### src/rtl/pin_bus_master.sv
// pin_bus_master: burst master for the req/ack pin bus.
//
// Takes one command at a time on a valid/ready port and plays it out on the
// bus one beat at a time. Each beat holds req until ack or err is sampled, or
// until the per-beat timeout expires. Every finished beat produces a one-cycle
// response. An errored or timed-out beat ends the burst early.
//
// Ports:
//   clk, rst                      clock; asynchronous active-high reset
//   cmd_valid/cmd_ready           command handshake (ready only when idle)
//   cmd_rw/addr/wdata/len         direction, first address, first data, beats-1
//   address/wr_data/rw/req        pin-bus master outputs
//   rd_data/ack/err               pin-bus slave inputs
//   rsp_valid/rdata/err/timeout/last  per-beat response pulse
//   busy                          high whenever a command is in progress
//   txn_count/err_count           completed commands (wraps) / bad beats (saturates)
module pin_bus_master #(
    parameter int unsigned ADDR_WIDTH = 16,
    parameter int unsigned DW         = 8,
    parameter int unsigned LEN_WIDTH  = 4,
    parameter int unsigned ADDR_INC   = 1,
    parameter int unsigned TIMEOUT    = 16,
    parameter int unsigned CNT_WIDTH  = 16
) (
    input  logic                  clk,
    input  logic                  rst,
    input  logic                  cmd_valid,
    output logic                  cmd_ready,
    input  logic                  cmd_rw,
    input  logic [ADDR_WIDTH-1:0] cmd_addr,
    input  logic [DW-1:0]         cmd_wdata,
    input  logic [LEN_WIDTH-1:0]  cmd_len,
    output logic [ADDR_WIDTH-1:0] address,
    output logic [DW-1:0]         wr_data,
    input  logic [DW-1:0]         rd_data,
    output logic                  rw,
    output logic                  req,
    input  logic                  ack,
    input  logic                  err,
    output logic                  rsp_valid,
    output logic [DW-1:0]         rsp_rdata,
    output logic                  rsp_err,
    output logic                  rsp_timeout,
    output logic                  rsp_last,
    output logic                  busy,
    output logic [CNT_WIDTH-1:0]  txn_count,
    output logic [CNT_WIDTH-1:0]  err_count
);

    // Wait counter only has to reach TIMEOUT-1.
    localparam int unsigned WW = (TIMEOUT < 2) ? 1 : $clog2(TIMEOUT);

    typedef enum logic [1:0] {StIdle, StReq, StResp} state_e;

    state_e                state_q, state_d;
    logic [ADDR_WIDTH-1:0] addr_q, addr_d;
    logic [DW-1:0]         wdata_q, wdata_d;
    logic                  rw_q, rw_d;
    logic [LEN_WIDTH-1:0]  len_q, len_d;
    logic [DW-1:0]         rdata_q, rdata_d;
    logic                  err_q, err_d;
    logic                  to_q, to_d;
    logic [WW-1:0]         wait_q, wait_d;
    logic [CNT_WIDTH-1:0]  txn_q, txn_d;
    logic [CNT_WIDTH-1:0]  errc_q, errc_d;
    logic                  last;

    // Burst ends on the final beat or on the first bad beat.
    assign last = err_q || to_q || (len_q == '0);

    always_comb begin
        state_d = state_q;
        addr_d  = addr_q;
        wdata_d = wdata_q;
        rw_d    = rw_q;
        len_d   = len_q;
        rdata_d = rdata_q;
        err_d   = err_q;
        to_d    = to_q;
        wait_d  = wait_q;
        txn_d   = txn_q;
        errc_d  = errc_q;
        unique case (state_q)
            StIdle: begin
                if (cmd_valid) begin
                    state_d = StReq;
                    addr_d  = cmd_addr;
                    rw_d    = cmd_rw;
                    wdata_d = cmd_rw ? cmd_wdata : '0;
                    len_d   = cmd_len;
                    wait_d  = '0;
                end
            end
            StReq: begin
                // ack+err together is reported as err.
                if (ack || err) begin
                    state_d = StResp;
                    rdata_d = rd_data;
                    err_d   = err;
                    to_d    = 1'b0;
                end else if (TIMEOUT != 0 && wait_q == WW'(TIMEOUT - 1)) begin
                    state_d = StResp;
                    rdata_d = '0;
                    err_d   = 1'b0;
                    to_d    = 1'b1;
                end else if (TIMEOUT != 0) begin
                    wait_d = wait_q + WW'(1);
                end
            end
            StResp: begin
                if (last) begin
                    state_d = StIdle;
                    txn_d   = txn_q + CNT_WIDTH'(1);
                end else begin
                    state_d = StReq;
                    addr_d  = addr_q + ADDR_WIDTH'(ADDR_INC);
                    if (rw_q) begin
                        wdata_d = wdata_q + DW'(1);
                    end
                    len_d  = len_q - LEN_WIDTH'(1);
                    wait_d = '0;
                end
                if ((err_q || to_q) && errc_q != '1) begin
                    errc_d = errc_q + CNT_WIDTH'(1);
                end
            end
            default: state_d = StIdle;
        endcase
    end

    always_ff @(posedge clk or posedge rst) begin
        if (rst) begin
            state_q <= StIdle;
            addr_q  <= '0;
            wdata_q <= '0;
            rw_q    <= 1'b0;
            len_q   <= '0;
            rdata_q <= '0;
            err_q   <= 1'b0;
            to_q    <= 1'b0;
            wait_q  <= '0;
            txn_q   <= '0;
            errc_q  <= '0;
        end else begin
            state_q <= state_d;
            addr_q  <= addr_d;
            wdata_q <= wdata_d;
            rw_q    <= rw_d;
            len_q   <= len_d;
            rdata_q <= rdata_d;
            err_q   <= err_d;
            to_q    <= to_d;
            wait_q  <= wait_d;
            txn_q   <= txn_d;
            errc_q  <= errc_d;
        end
    end

    // req comes straight from the state register so async reset drops it at once.
    assign req         = (state_q == StReq);
    assign cmd_ready   = (state_q == StIdle);
    assign busy        = (state_q != StIdle);
    assign rsp_valid   = (state_q == StResp);
    assign rsp_rdata   = rsp_valid ? rdata_q : '0;
    assign rsp_err     = rsp_valid && err_q;
    assign rsp_timeout = rsp_valid && to_q;
    assign rsp_last    = rsp_valid && last;
    assign address     = addr_q;
    assign wr_data     = wdata_q;
    assign rw          = rw_q;
    assign txn_count   = txn_q;
    assign err_count   = errc_q;

endmodule

### config.mk
export PLATFORM = sky130hd
export DESIGN_NAME = pin_bus_master
export DESIGN_NICKNAME = d
export VERILOG_FILES = /design/src/rtl/pin_bus_master.sv
export SDC_FILE = /design/constraint.sdc
export NUM_CORES = 1
export LEC_CHECK = 0
export CAP_MARGIN = 20
export CORE_MARGIN = 2
export CORE_UTILIZATION = 44
export CTS_CLUSTER_SIZE = 40
export DETAILED_ROUTE_END_ITERATION = 10
export PLACE_DENSITY = 0.77
export REMOVE_ABC_BUFFERS = 1
export SLEW_MARGIN = 30
export SYNTH_ARGS = -nofsm -noshare
export SYNTH_HDL_FRONTEND = slang
export SYNTH_SLANG_ARGS = --single-unit
### constraint.sdc
create_clock -name clk -period 2 [get_ports clk]
set_input_delay 0.2 -clock clk [delete_from_list [all_inputs] [get_ports clk]]
set_output_delay 0.2 -clock clk [all_outputs]
set_load 0.02 [all_outputs]
Yosys cells after proc, flatten, opt, wreduce, memory -nomap -nowiden --
Cells that the tools add are included. Widths: inputs -> output; s select.
Operators by class: multiplexer cells 28, reduce and logical (&&, ||, !) cells 21, eq/ne operators 10, $add $sub $neg 6
Operators with widths (number):
- $mux 8 | 7
- $add 16x1->16 const B | 3
- $mux 16 | 2
- $pmux 16 s2 | 1
- $mux 4 | 6
- $ne 16x16->1 const B | 1
- $pmux 8 s2 | 1
- $pmux 4 s3 | 1
- $reduce_and 2->1 | 5
- $add 8x1->8 const B | 1
- $ne 2x2->1 const B | 4
- $pmux 4 s2 | 1
- $mux 2 | 3
- $pmux 2 s3 | 1
- $reduce_bool 2->1 | 3
- $mux 1 | 5
- $reduce_and 5->1 | 1
- $add 4x1->4 const B | 1
- $eq 4x4->1 const B | 1
- $logic_and 1x1->1 | 4
- $logic_not 4->1 | 1
- $reduce_and 4->1 | 1
- $sub 4x1->4 const B | 1
- $logic_or 1x1->1 | 3
- other kinds (7) | 7
Word-level totals: bits of input ports 42, flip-flop bits (word level) 77, output and inout port bits 72

Longest topological paths before layout --
Gate-level depths: netlist (run 1).
depth in word-level cells 4, gate-level depth with buffers 8, mapped depth without buffers 7

Worst setup path after synthesis (run 1) --
No wires, ideal clock.
path kind register to register, start register len_q[0], end register addr_q[10] (netlist: address[10]), arrival time 1719 ps, stages on the path, launching flop included 8, path buffers 1, clock period less this slack 1842 ps, path slack 158 ps, path through dfrtp_1 -> inv_1 -> ha_1 -> or3b_2 -> a31oi_4 -> buf_2 -> a21oi_1 -> a2bb2oi_1
On the way: longest elaborated chain between the ends 4
Ends and longest elaborated chain:
- start: declaration | RTL line 59 | logic [LEN_WIDTH-1:0] len_q, len_d;
- start signal: assignment | RTL line 149 | len_q <= len_d;
- $logic_not 4->1 | RTL line 69 | assign last = err_q || to_q || (len_q == '0);
- $logic_or 1x1->1 | RTL line 69
- $ne 2x2->1 (no source line)
- $reduce_and 3->1 (no source line)
- end signal: assignment | RTL line 146 | addr_q <= addr_d;
- end: declaration | RTL line 56 | logic [ADDR_WIDTH-1:0] addr_q, addr_d;
Every way passes these cells. A chain may end at the register's enable or synchronous reset.

Worst setup path after layout (run 1) --
start register len_q[1], end register wait_q[3]
On the way: longest elaborated chain between the ends 4
Ends and longest elaborated chain:
- $logic_not 4->1 | RTL line 69
- $logic_or 1x1->1 | RTL line 69
- $ne 2x2->1 (no source line)
- $reduce_and 5->1 (no source line)
- end signal: assignment | RTL line 153 | wait_q <= wait_d;
- end: declaration | RTL line 63 | logic [WW-1:0] wait_q, wait_d;
Every way passes these cells.

==> impl_metrics.env, run 1 <==
export IMPL_final_util_pct=62.7
export IMPL_ys_seq_area_share_pct=46.8
export IMPL_synth_area_per_cell_um2=9.75
export IMPL_grt_pass1_wl_um=17600
export IMPL_setup_viol=0
export IMPL_crit_chain="inv_2 -> ha_4 -> nor3b_4 -> buf_6 -> o31ai_4 -> buf_4 -> or4_1 -> nand2_1"
export IMPL_critical_path_class="register to register"
export IMPL_clock_skew_ns=0.00818
export IMPL_layout_worst_path_cycle_share_pct=96.9
export IMPL_diodes=0
export IMPL_drv_cap=0
export IMPL_pin_count=114
export IMPL_grt_usage_pct=21.7
export IMPL_initialDrtViolationCount=182
export IMPL_antenna_left=0
export IMPL_clockBufferDepth=2
export IMPL_fmax_ghz=0.516
export IMPL_wl_um=10800
export IMPL_synthCells=422
export IMPL_yosysWarnings=0
export IMPL_die_w_um=101
export IMPL_yosys_area_top_type_share_pct=46.8
export IMPL_drive_above_1_share_pct=14.6
export IMPL_status="finished, final reports clean"
export IMPL_cts_htree_levels=3
export IMPL_syn_area_um2=4120
export IMPL_ys_types=62
export IMPL_fill_cells=763
export IMPL_area_growth_pct=39.4
export IMPL_hold_ws_ns=0.136
export IMPL_hold_class="primary input to asynchronous set/reset pin"
export IMPL_p_leak_nw=2.51
export IMPL_drc=0
export IMPL_pre_cts_ws_ns=-0.0567
export IMPL_fp_dieArea_um2=10100
export IMPL_synth_ff_type="dfrtp_1"
export IMPL_dpl_cell_area_um2=5470
export IMPL_hpwl_um=7570
export IMPL_fin_area_um2=5740
export IMPL_grt_start_max_net_pins=62
export IMPL_fin_cells=671
export IMPL_gr_total_overflow=0
export IMPL_relSlewSlack_pct=65.7
export IMPL_cts_tree="built"
export IMPL_yosysMostFrequentCell="dfrtp_1"
export IMPL_core_um2=9150
export IMPL_initial_core_util_pct=45.0
export IMPL_die_h_um=101
export IMPL_setup_ws_ns=0.0619
export IMPL_p_total_mw=7.77
export IMPL_root_buffer="clkbuf_8"
export IMPL_synth_seq_cells=77
export IMPL_min_period_ns=1.94
export IMPL_crit_slowest_cell="or4_1"
export IMPL_synthArstFlopShare_pct=100
export IMPL_synth_edf_count=0
export IMPL_crit_path_end_kind="register"
export IMPL_critPathRequiredTime_ns=2.30
export IMPL_dp_cells=648
export IMPL_clk_latency_ns=0.36
export IMPL_worstPathArrival_ns=2.23
export IMPL_start_kind="register"
export IMPL_ir_drop_mv=0.737
export IMPL_synth_area_top_cells="dfrtp_1 47%, xor2_1 4.5%, nand2_1 3.6%, nand3_1 3.5%, a21oi_1 2.6%"
export IMPL_gp_congestion=0.852
export IMPL_hold_viol=0
export IMPL_antenna_found_initial=0
export IMPL_rows=35
export IMPL_critPathMaxStageDelay_ns=0.49
export IMPL_synthTopCellsByCount="77 x dfrtp_1, 39 x nand2_1, 29 x nand3_1"
export IMPL_worst_pin_slew_ns=0.512
export IMPL_vias=3852
export IMPL_io_buffers=113
export IMPL_finalNetCount=604
export IMPL_tns_ns=0
export IMPL_power_density_nw_per_um2=1350
export IMPL_slew_viol_final=0
export IMPL_viasPerCell=5.74
export IMPL_routedWlPerCell_um=16.1
export IMPL_synth_top_area_cell="dfrtp_1"
export IMPL_cts_sinks=77
export IMPL_grt_pass1_vias=3722
export IMPL_cts_made_buffers=9
export IMPL_drtPass1Iterations=6
export IMPL_cts_clk_slew_worst_paths_ns=0.08
export IMPL_path_max_fanout=5
-- area by class of cell --
| class | count | area [um2] | share of cell area, % |
|---|---|---|---|
| sequential | 77 | 1930 | 33.6 |
| multi-input combinational | 311 | 2080 | 36.2 |
| inverter | 13 | 48.8 | 0.851 |
| clock inverter | 5 | 75.1 | 1.31 |
| timing repair buffer | 144 | 1330 | 23.2 |
| clock buffer | 10 | 138 | 2.40 |
| tap | 111 | 139 | 2.42 |
-- critical path: cells and delay by family (launching register included) --
family / cells / cell delay [ns]
AND/OR/NAND/NOR: 3 / 0.82
AO/OA/AOI/OAI: 1 / 0.11
buffers and inverters: 3 / 0.42
flip-flops: 1 / 0.40
adder cells (fa/ha/maj): 1 / 0.14
-- final timing paths --
kind                       depth (start not counted)       endpoint  slack [ns]     startpoint
setup reg to reg                                   8      wait_q[3]        0.06       len_q[1]
setup / recovery                                   8      wait_q[3]        0.06       len_q[1]
hold reg to reg                                    1  txn_count[15]        0.47  txn_count[15]
hold / removal                                     2  err_count[15]        0.14            rst
max in group asynchronous                          3     state_q[1]        1.19            rst
min in group clk                                   3     address[1]        0.43    cmd_addr[1]
-- metal layers --
layer  routed length (um)  GRT usage (%)  vias to the layer above
li1                     -              -                     1829
met1                 4790           28.8                     1887
met2                 5230           35.2                      121
met3                  618           4.65                       15
met4                  183           7.48                        0
met5                    0              0                        -
-- report_power, final --
group          total, mW  switching [mW]  leakage (nW)  internal, mW
registers           2.66           0.598         0.979          2.07
logic               3.80            2.02          1.42          1.78
clock network       1.30           0.576         0.112         0.723
total               7.77            3.20          2.51          4.57
-- logic make-up (layout without fill, tap and decap cells) --
kind of cell,after synthesis,after routing,share of synthesized area [%]
AOI/OAI and AO/OA,95,97,16.6
xor gates and xnor gates,29,29,6.17
adders and majority gates,6,6,1.82
buffers and inverters,36,172,3.95
DFF,77,77,46.8
muxes,4,4,1.03
and+or+nand+nor,175,175,23.6
-- sequential cells by signal (all words and copies together), names as in the netlist --
register and flops:
to_q 1, wr_data 8, err_q 1, wait_q 4, rw 1, rdata_q 8, err_count 16, address 16
len_q 4, state_q 2, txn_count 16
-- what timing repair did --
item	CTS	global route
cloned	1	1
hold buffers	0	0
resized for setup	17	27
setup buffers	1	5
endpoints found under the setup margin	20	22
pin swaps	3	4
-- cells in the final DEF, fill, tap and decap left out, types with 4 or more instances in the layout --
| master | instances |
|---|---|
| nor3b_1 | 5 |
| nand4_1 | 13 |
| o211ai_1 | 7 |
| buf_4 | 28 |
| a21oi_1 | 21 |
| a22o_1 | 8 |
| ha_1 | 5 |
| xor2_1 | 21 |
| a31oi_1 | 9 |
| o22ai_1 | 6 |
| clkbuf_2 | 10 |
| nor3_1 | 13 |
| nand3_1 | 29 |
| a211oi_1 | 4 |
| nor2_1 | 24 |
| nand2_1 | 39 |
| and3_1 | 8 |
| nor4_1 | 5 |
| clkdlybuf4s50_1 | 99 |
| clkbuf_8 | 10 |
| inv_2 | 4 |
| and2_1 | 9 |
| dfrtp_1 | 76 |
| o21ai_0 | 15 |
| inv_1 | 9 |
| or4_1 | 4 |
| xnor2_1 | 8 |
| and4_1 | 6 |
Power figures use the tool's default switching activity.
==> run 2: changes to the inputs <==
--- a/config.mk
+++ b/config.mk
@@ -10,6 +10,7 @@
 export CORE_UTILIZATION = 44
 export CTS_CLUSTER_SIZE = 40
 export DETAILED_ROUTE_END_ITERATION = 10
+export GPL_TIMING_DRIVEN = 0
 export PLACE_DENSITY = 0.77
 export REMOVE_ABC_BUFFERS = 1
 export SLEW_MARGIN = 30
==> run 2 against run 1 <==
  * Utilization up 1.7 points
  * Cell count decreased by 0.75%
  * Clock skew is 0.0049 ns higher
  * Critical endpoint is now req
  * Power rose by 4.6%
  * Sequential share of layout area is 0.85 points lower
  * Critical path depth is 6 lower
  * Sequential power about the same
  * Highest routed layer unchanged
  * Wire length up 5.4%
  * Clock power is 13% higher
==> impl_metrics.env, run 2 (same netlist as run 1, synthesis figures left out) <==
export IMPL_diodes=0
export IMPL_r2r_setup_slack_ns=0.08
export IMPL_antenna_found_initial=0
export IMPL_power_density_nw_per_um2=1380
export IMPL_io_buffers=113
export IMPL_clk_latency_ns=0.35
export IMPL_pin_count=114
export IMPL_rows=35
export IMPL_drv_cap=0
export IMPL_cts_sinks=77
export IMPL_cts_htree_levels=3
export IMPL_antenna_left=0
export IMPL_cts_clk_slew_worst_paths_ns=0.09
export IMPL_mostFrequentLayoutCell="clkdlybuf4s50_1"
export IMPL_top_layer_used="met4"
export IMPL_r2r_cells=7
export IMPL_min_period_ns=1.94
export IMPL_hold_class="primary input to asynchronous set/reset pin"
export IMPL_cts_made_buffers=9
export IMPL_setup_viol=0
export IMPL_hpwl_um=7170
export IMPL_grt_pass1_vias=3791
export IMPL_wl_um=11400
export IMPL_dpl_cell_area_um2=5320
export IMPL_r2r_end="address[13]"
export IMPL_path_max_fanout=5
export IMPL_worstPathArrival_ns=1.74
export IMPL_dr_wl_met2_um=5630
export IMPL_critPathRequiredTime_ns=1.80
export IMPL_hold_viol=0
export IMPL_mostFrequentLayoutCells="99 x clkdlybuf4s50_1, 75 x dfrtp_1, 39 x nand2_1, 29 x nand3_1, 23 x nor2_1"
export IMPL_rsz0062_at_grt="no"
export IMPL_area_growth_pct=43.1
export IMPL_initial_core_util_pct=45.0
export IMPL_die_w_um=101
export IMPL_final_util_pct=64.3
export IMPL_fp_dieArea_um2=10100
export IMPL_fin_area_um2=5890
export IMPL_root_buffer="clkbuf_8"
export IMPL_gp_congestion=0.845
export IMPL_critical_path_class="register to output pin"
export IMPL_routedWlPerCell_um=17.1
export IMPL_drtPass1Iterations=4
export IMPL_layout_worst_path_cycle_share_pct=97.0
export IMPL_route_met3_wl_um=559
export IMPL_die_h_um=101
export IMPL_fmax_ghz=0.516
export IMPL_relSlewSlack_pct=56.0
export IMPL_cts_tree="built"
export IMPL_worst_pin_slew_ns=0.656
export IMPL_slew_viol_final=0
export IMPL_worstReg2RegStart="state_q[0]"
export IMPL_finalNetCount=598
export IMPL_initialDrtViolationCount=197
export IMPL_core_um2=9150
export IMPL_status="finished, final reports clean"
export IMPL_clockBufferDepth=2
export IMPL_start_kind="register"
export IMPL_viasPerCell=5.78
export IMPL_gr_total_overflow=0
export IMPL_drc=0
export IMPL_fill_cells=735
export IMPL_wl_met1_um=5090
export IMPL_crit_path_end_kind="output pin"
export IMPL_multi_input_area_um2=2120
export IMPL_ir_drop_mv=0.917
export IMPL_grt_usage_pct=22.4
export IMPL_regArea_um2=1930
export IMPL_vias=3848
export IMPL_grt_start_max_net_pins=46
export IMPL_clock_skew_ns=0.0131
export IMPL_drive_above_1_share_pct=13.3
export IMPL_p_leak_nw=2.56
export IMPL_grt_pass1_wl_um=18100
==> run 2: cell type report <==
| class | instances | area share [%] |
|---|---|---|
| clock buffers | 11 | 2.40 |
| clock inverters | 5 | 1.81 |
| inverters | 13 | 1.13 |
| multi-input cells | 313 | 36.1 |
| flip-flops and latches | 77 | 32.8 |
| well taps | 111 | 2.36 |
| repair buffers | 136 | 23.5 |
==> run 2: worst max path at each step <==
stage                     depth (start not counted)        from  slack [ns]          end
after detailed placement                          6  state_q[0]       -0.67    wait_q[1]
after floorplan                                   5  state_q[0]       -0.70  address[13]
after global routing                              5  state_q[1]       0.006  address[13]
after global placement                            5  state_q[0]       -1.63     rsp_last
final                                             2  state_q[1]        0.06          req
after CTS                                         5        to_q     -0.0005  address[13]
==> run 2: critical path: stages, from the launching register on <==
cell and delay, ns:
dfrtp_2 0.48, nor2b_2 0.24, clkdlybuf4s50_1 0.66
==> run 2: stage by stage <==
stage / instances / power, mW / setup TNS, ns / hold slack [ns] / worst slack [ns]
6_report: 666 / 8.12 / 0 / 0.218 / 0.0604
5_1_grt: 666 / 8.62 / 0 / 0.268 / 0.00588
4_1_cts: 657 / 7.94 / -0.000526 / 0.224 / -0.000526
3_5_place_dp: 625 / 6.11 / -14.11 / 0.468 / -0.668
3_3_place_gp: 623 / 5.96 / -188.77 / 0.461 / -1.63
2_1_floorplan: 399 / 4.63 / -36.61 / 0.305 / -0.699
==> run 2: repair_timing <==
item                       in CTS  in global routing
hold buffers                    0                  0
resized for setup              35                  9
pin swaps                       6                  2
cloned                          3                  2
setup buffers                  13                  7
setup endpoints to repair      65                 14
==> run 2: power breakdown <==
part           internal, mW  switching [mW]
Clock                 0.869           0.601
Sequential             2.07           0.624
Combinational          1.86            2.10
==> run 2: per-layer routing <==
| layer | global-route usage, % | vias up |
|---|---|---|
| met1 | 29.4 | 1890 |
| met5 | 0 | - |
| met4 | 7.69 | 0 |
| met2 | 37.5 | 127 |
| li1 | - | 1820 |
| met3 | 3.68 | 11 |
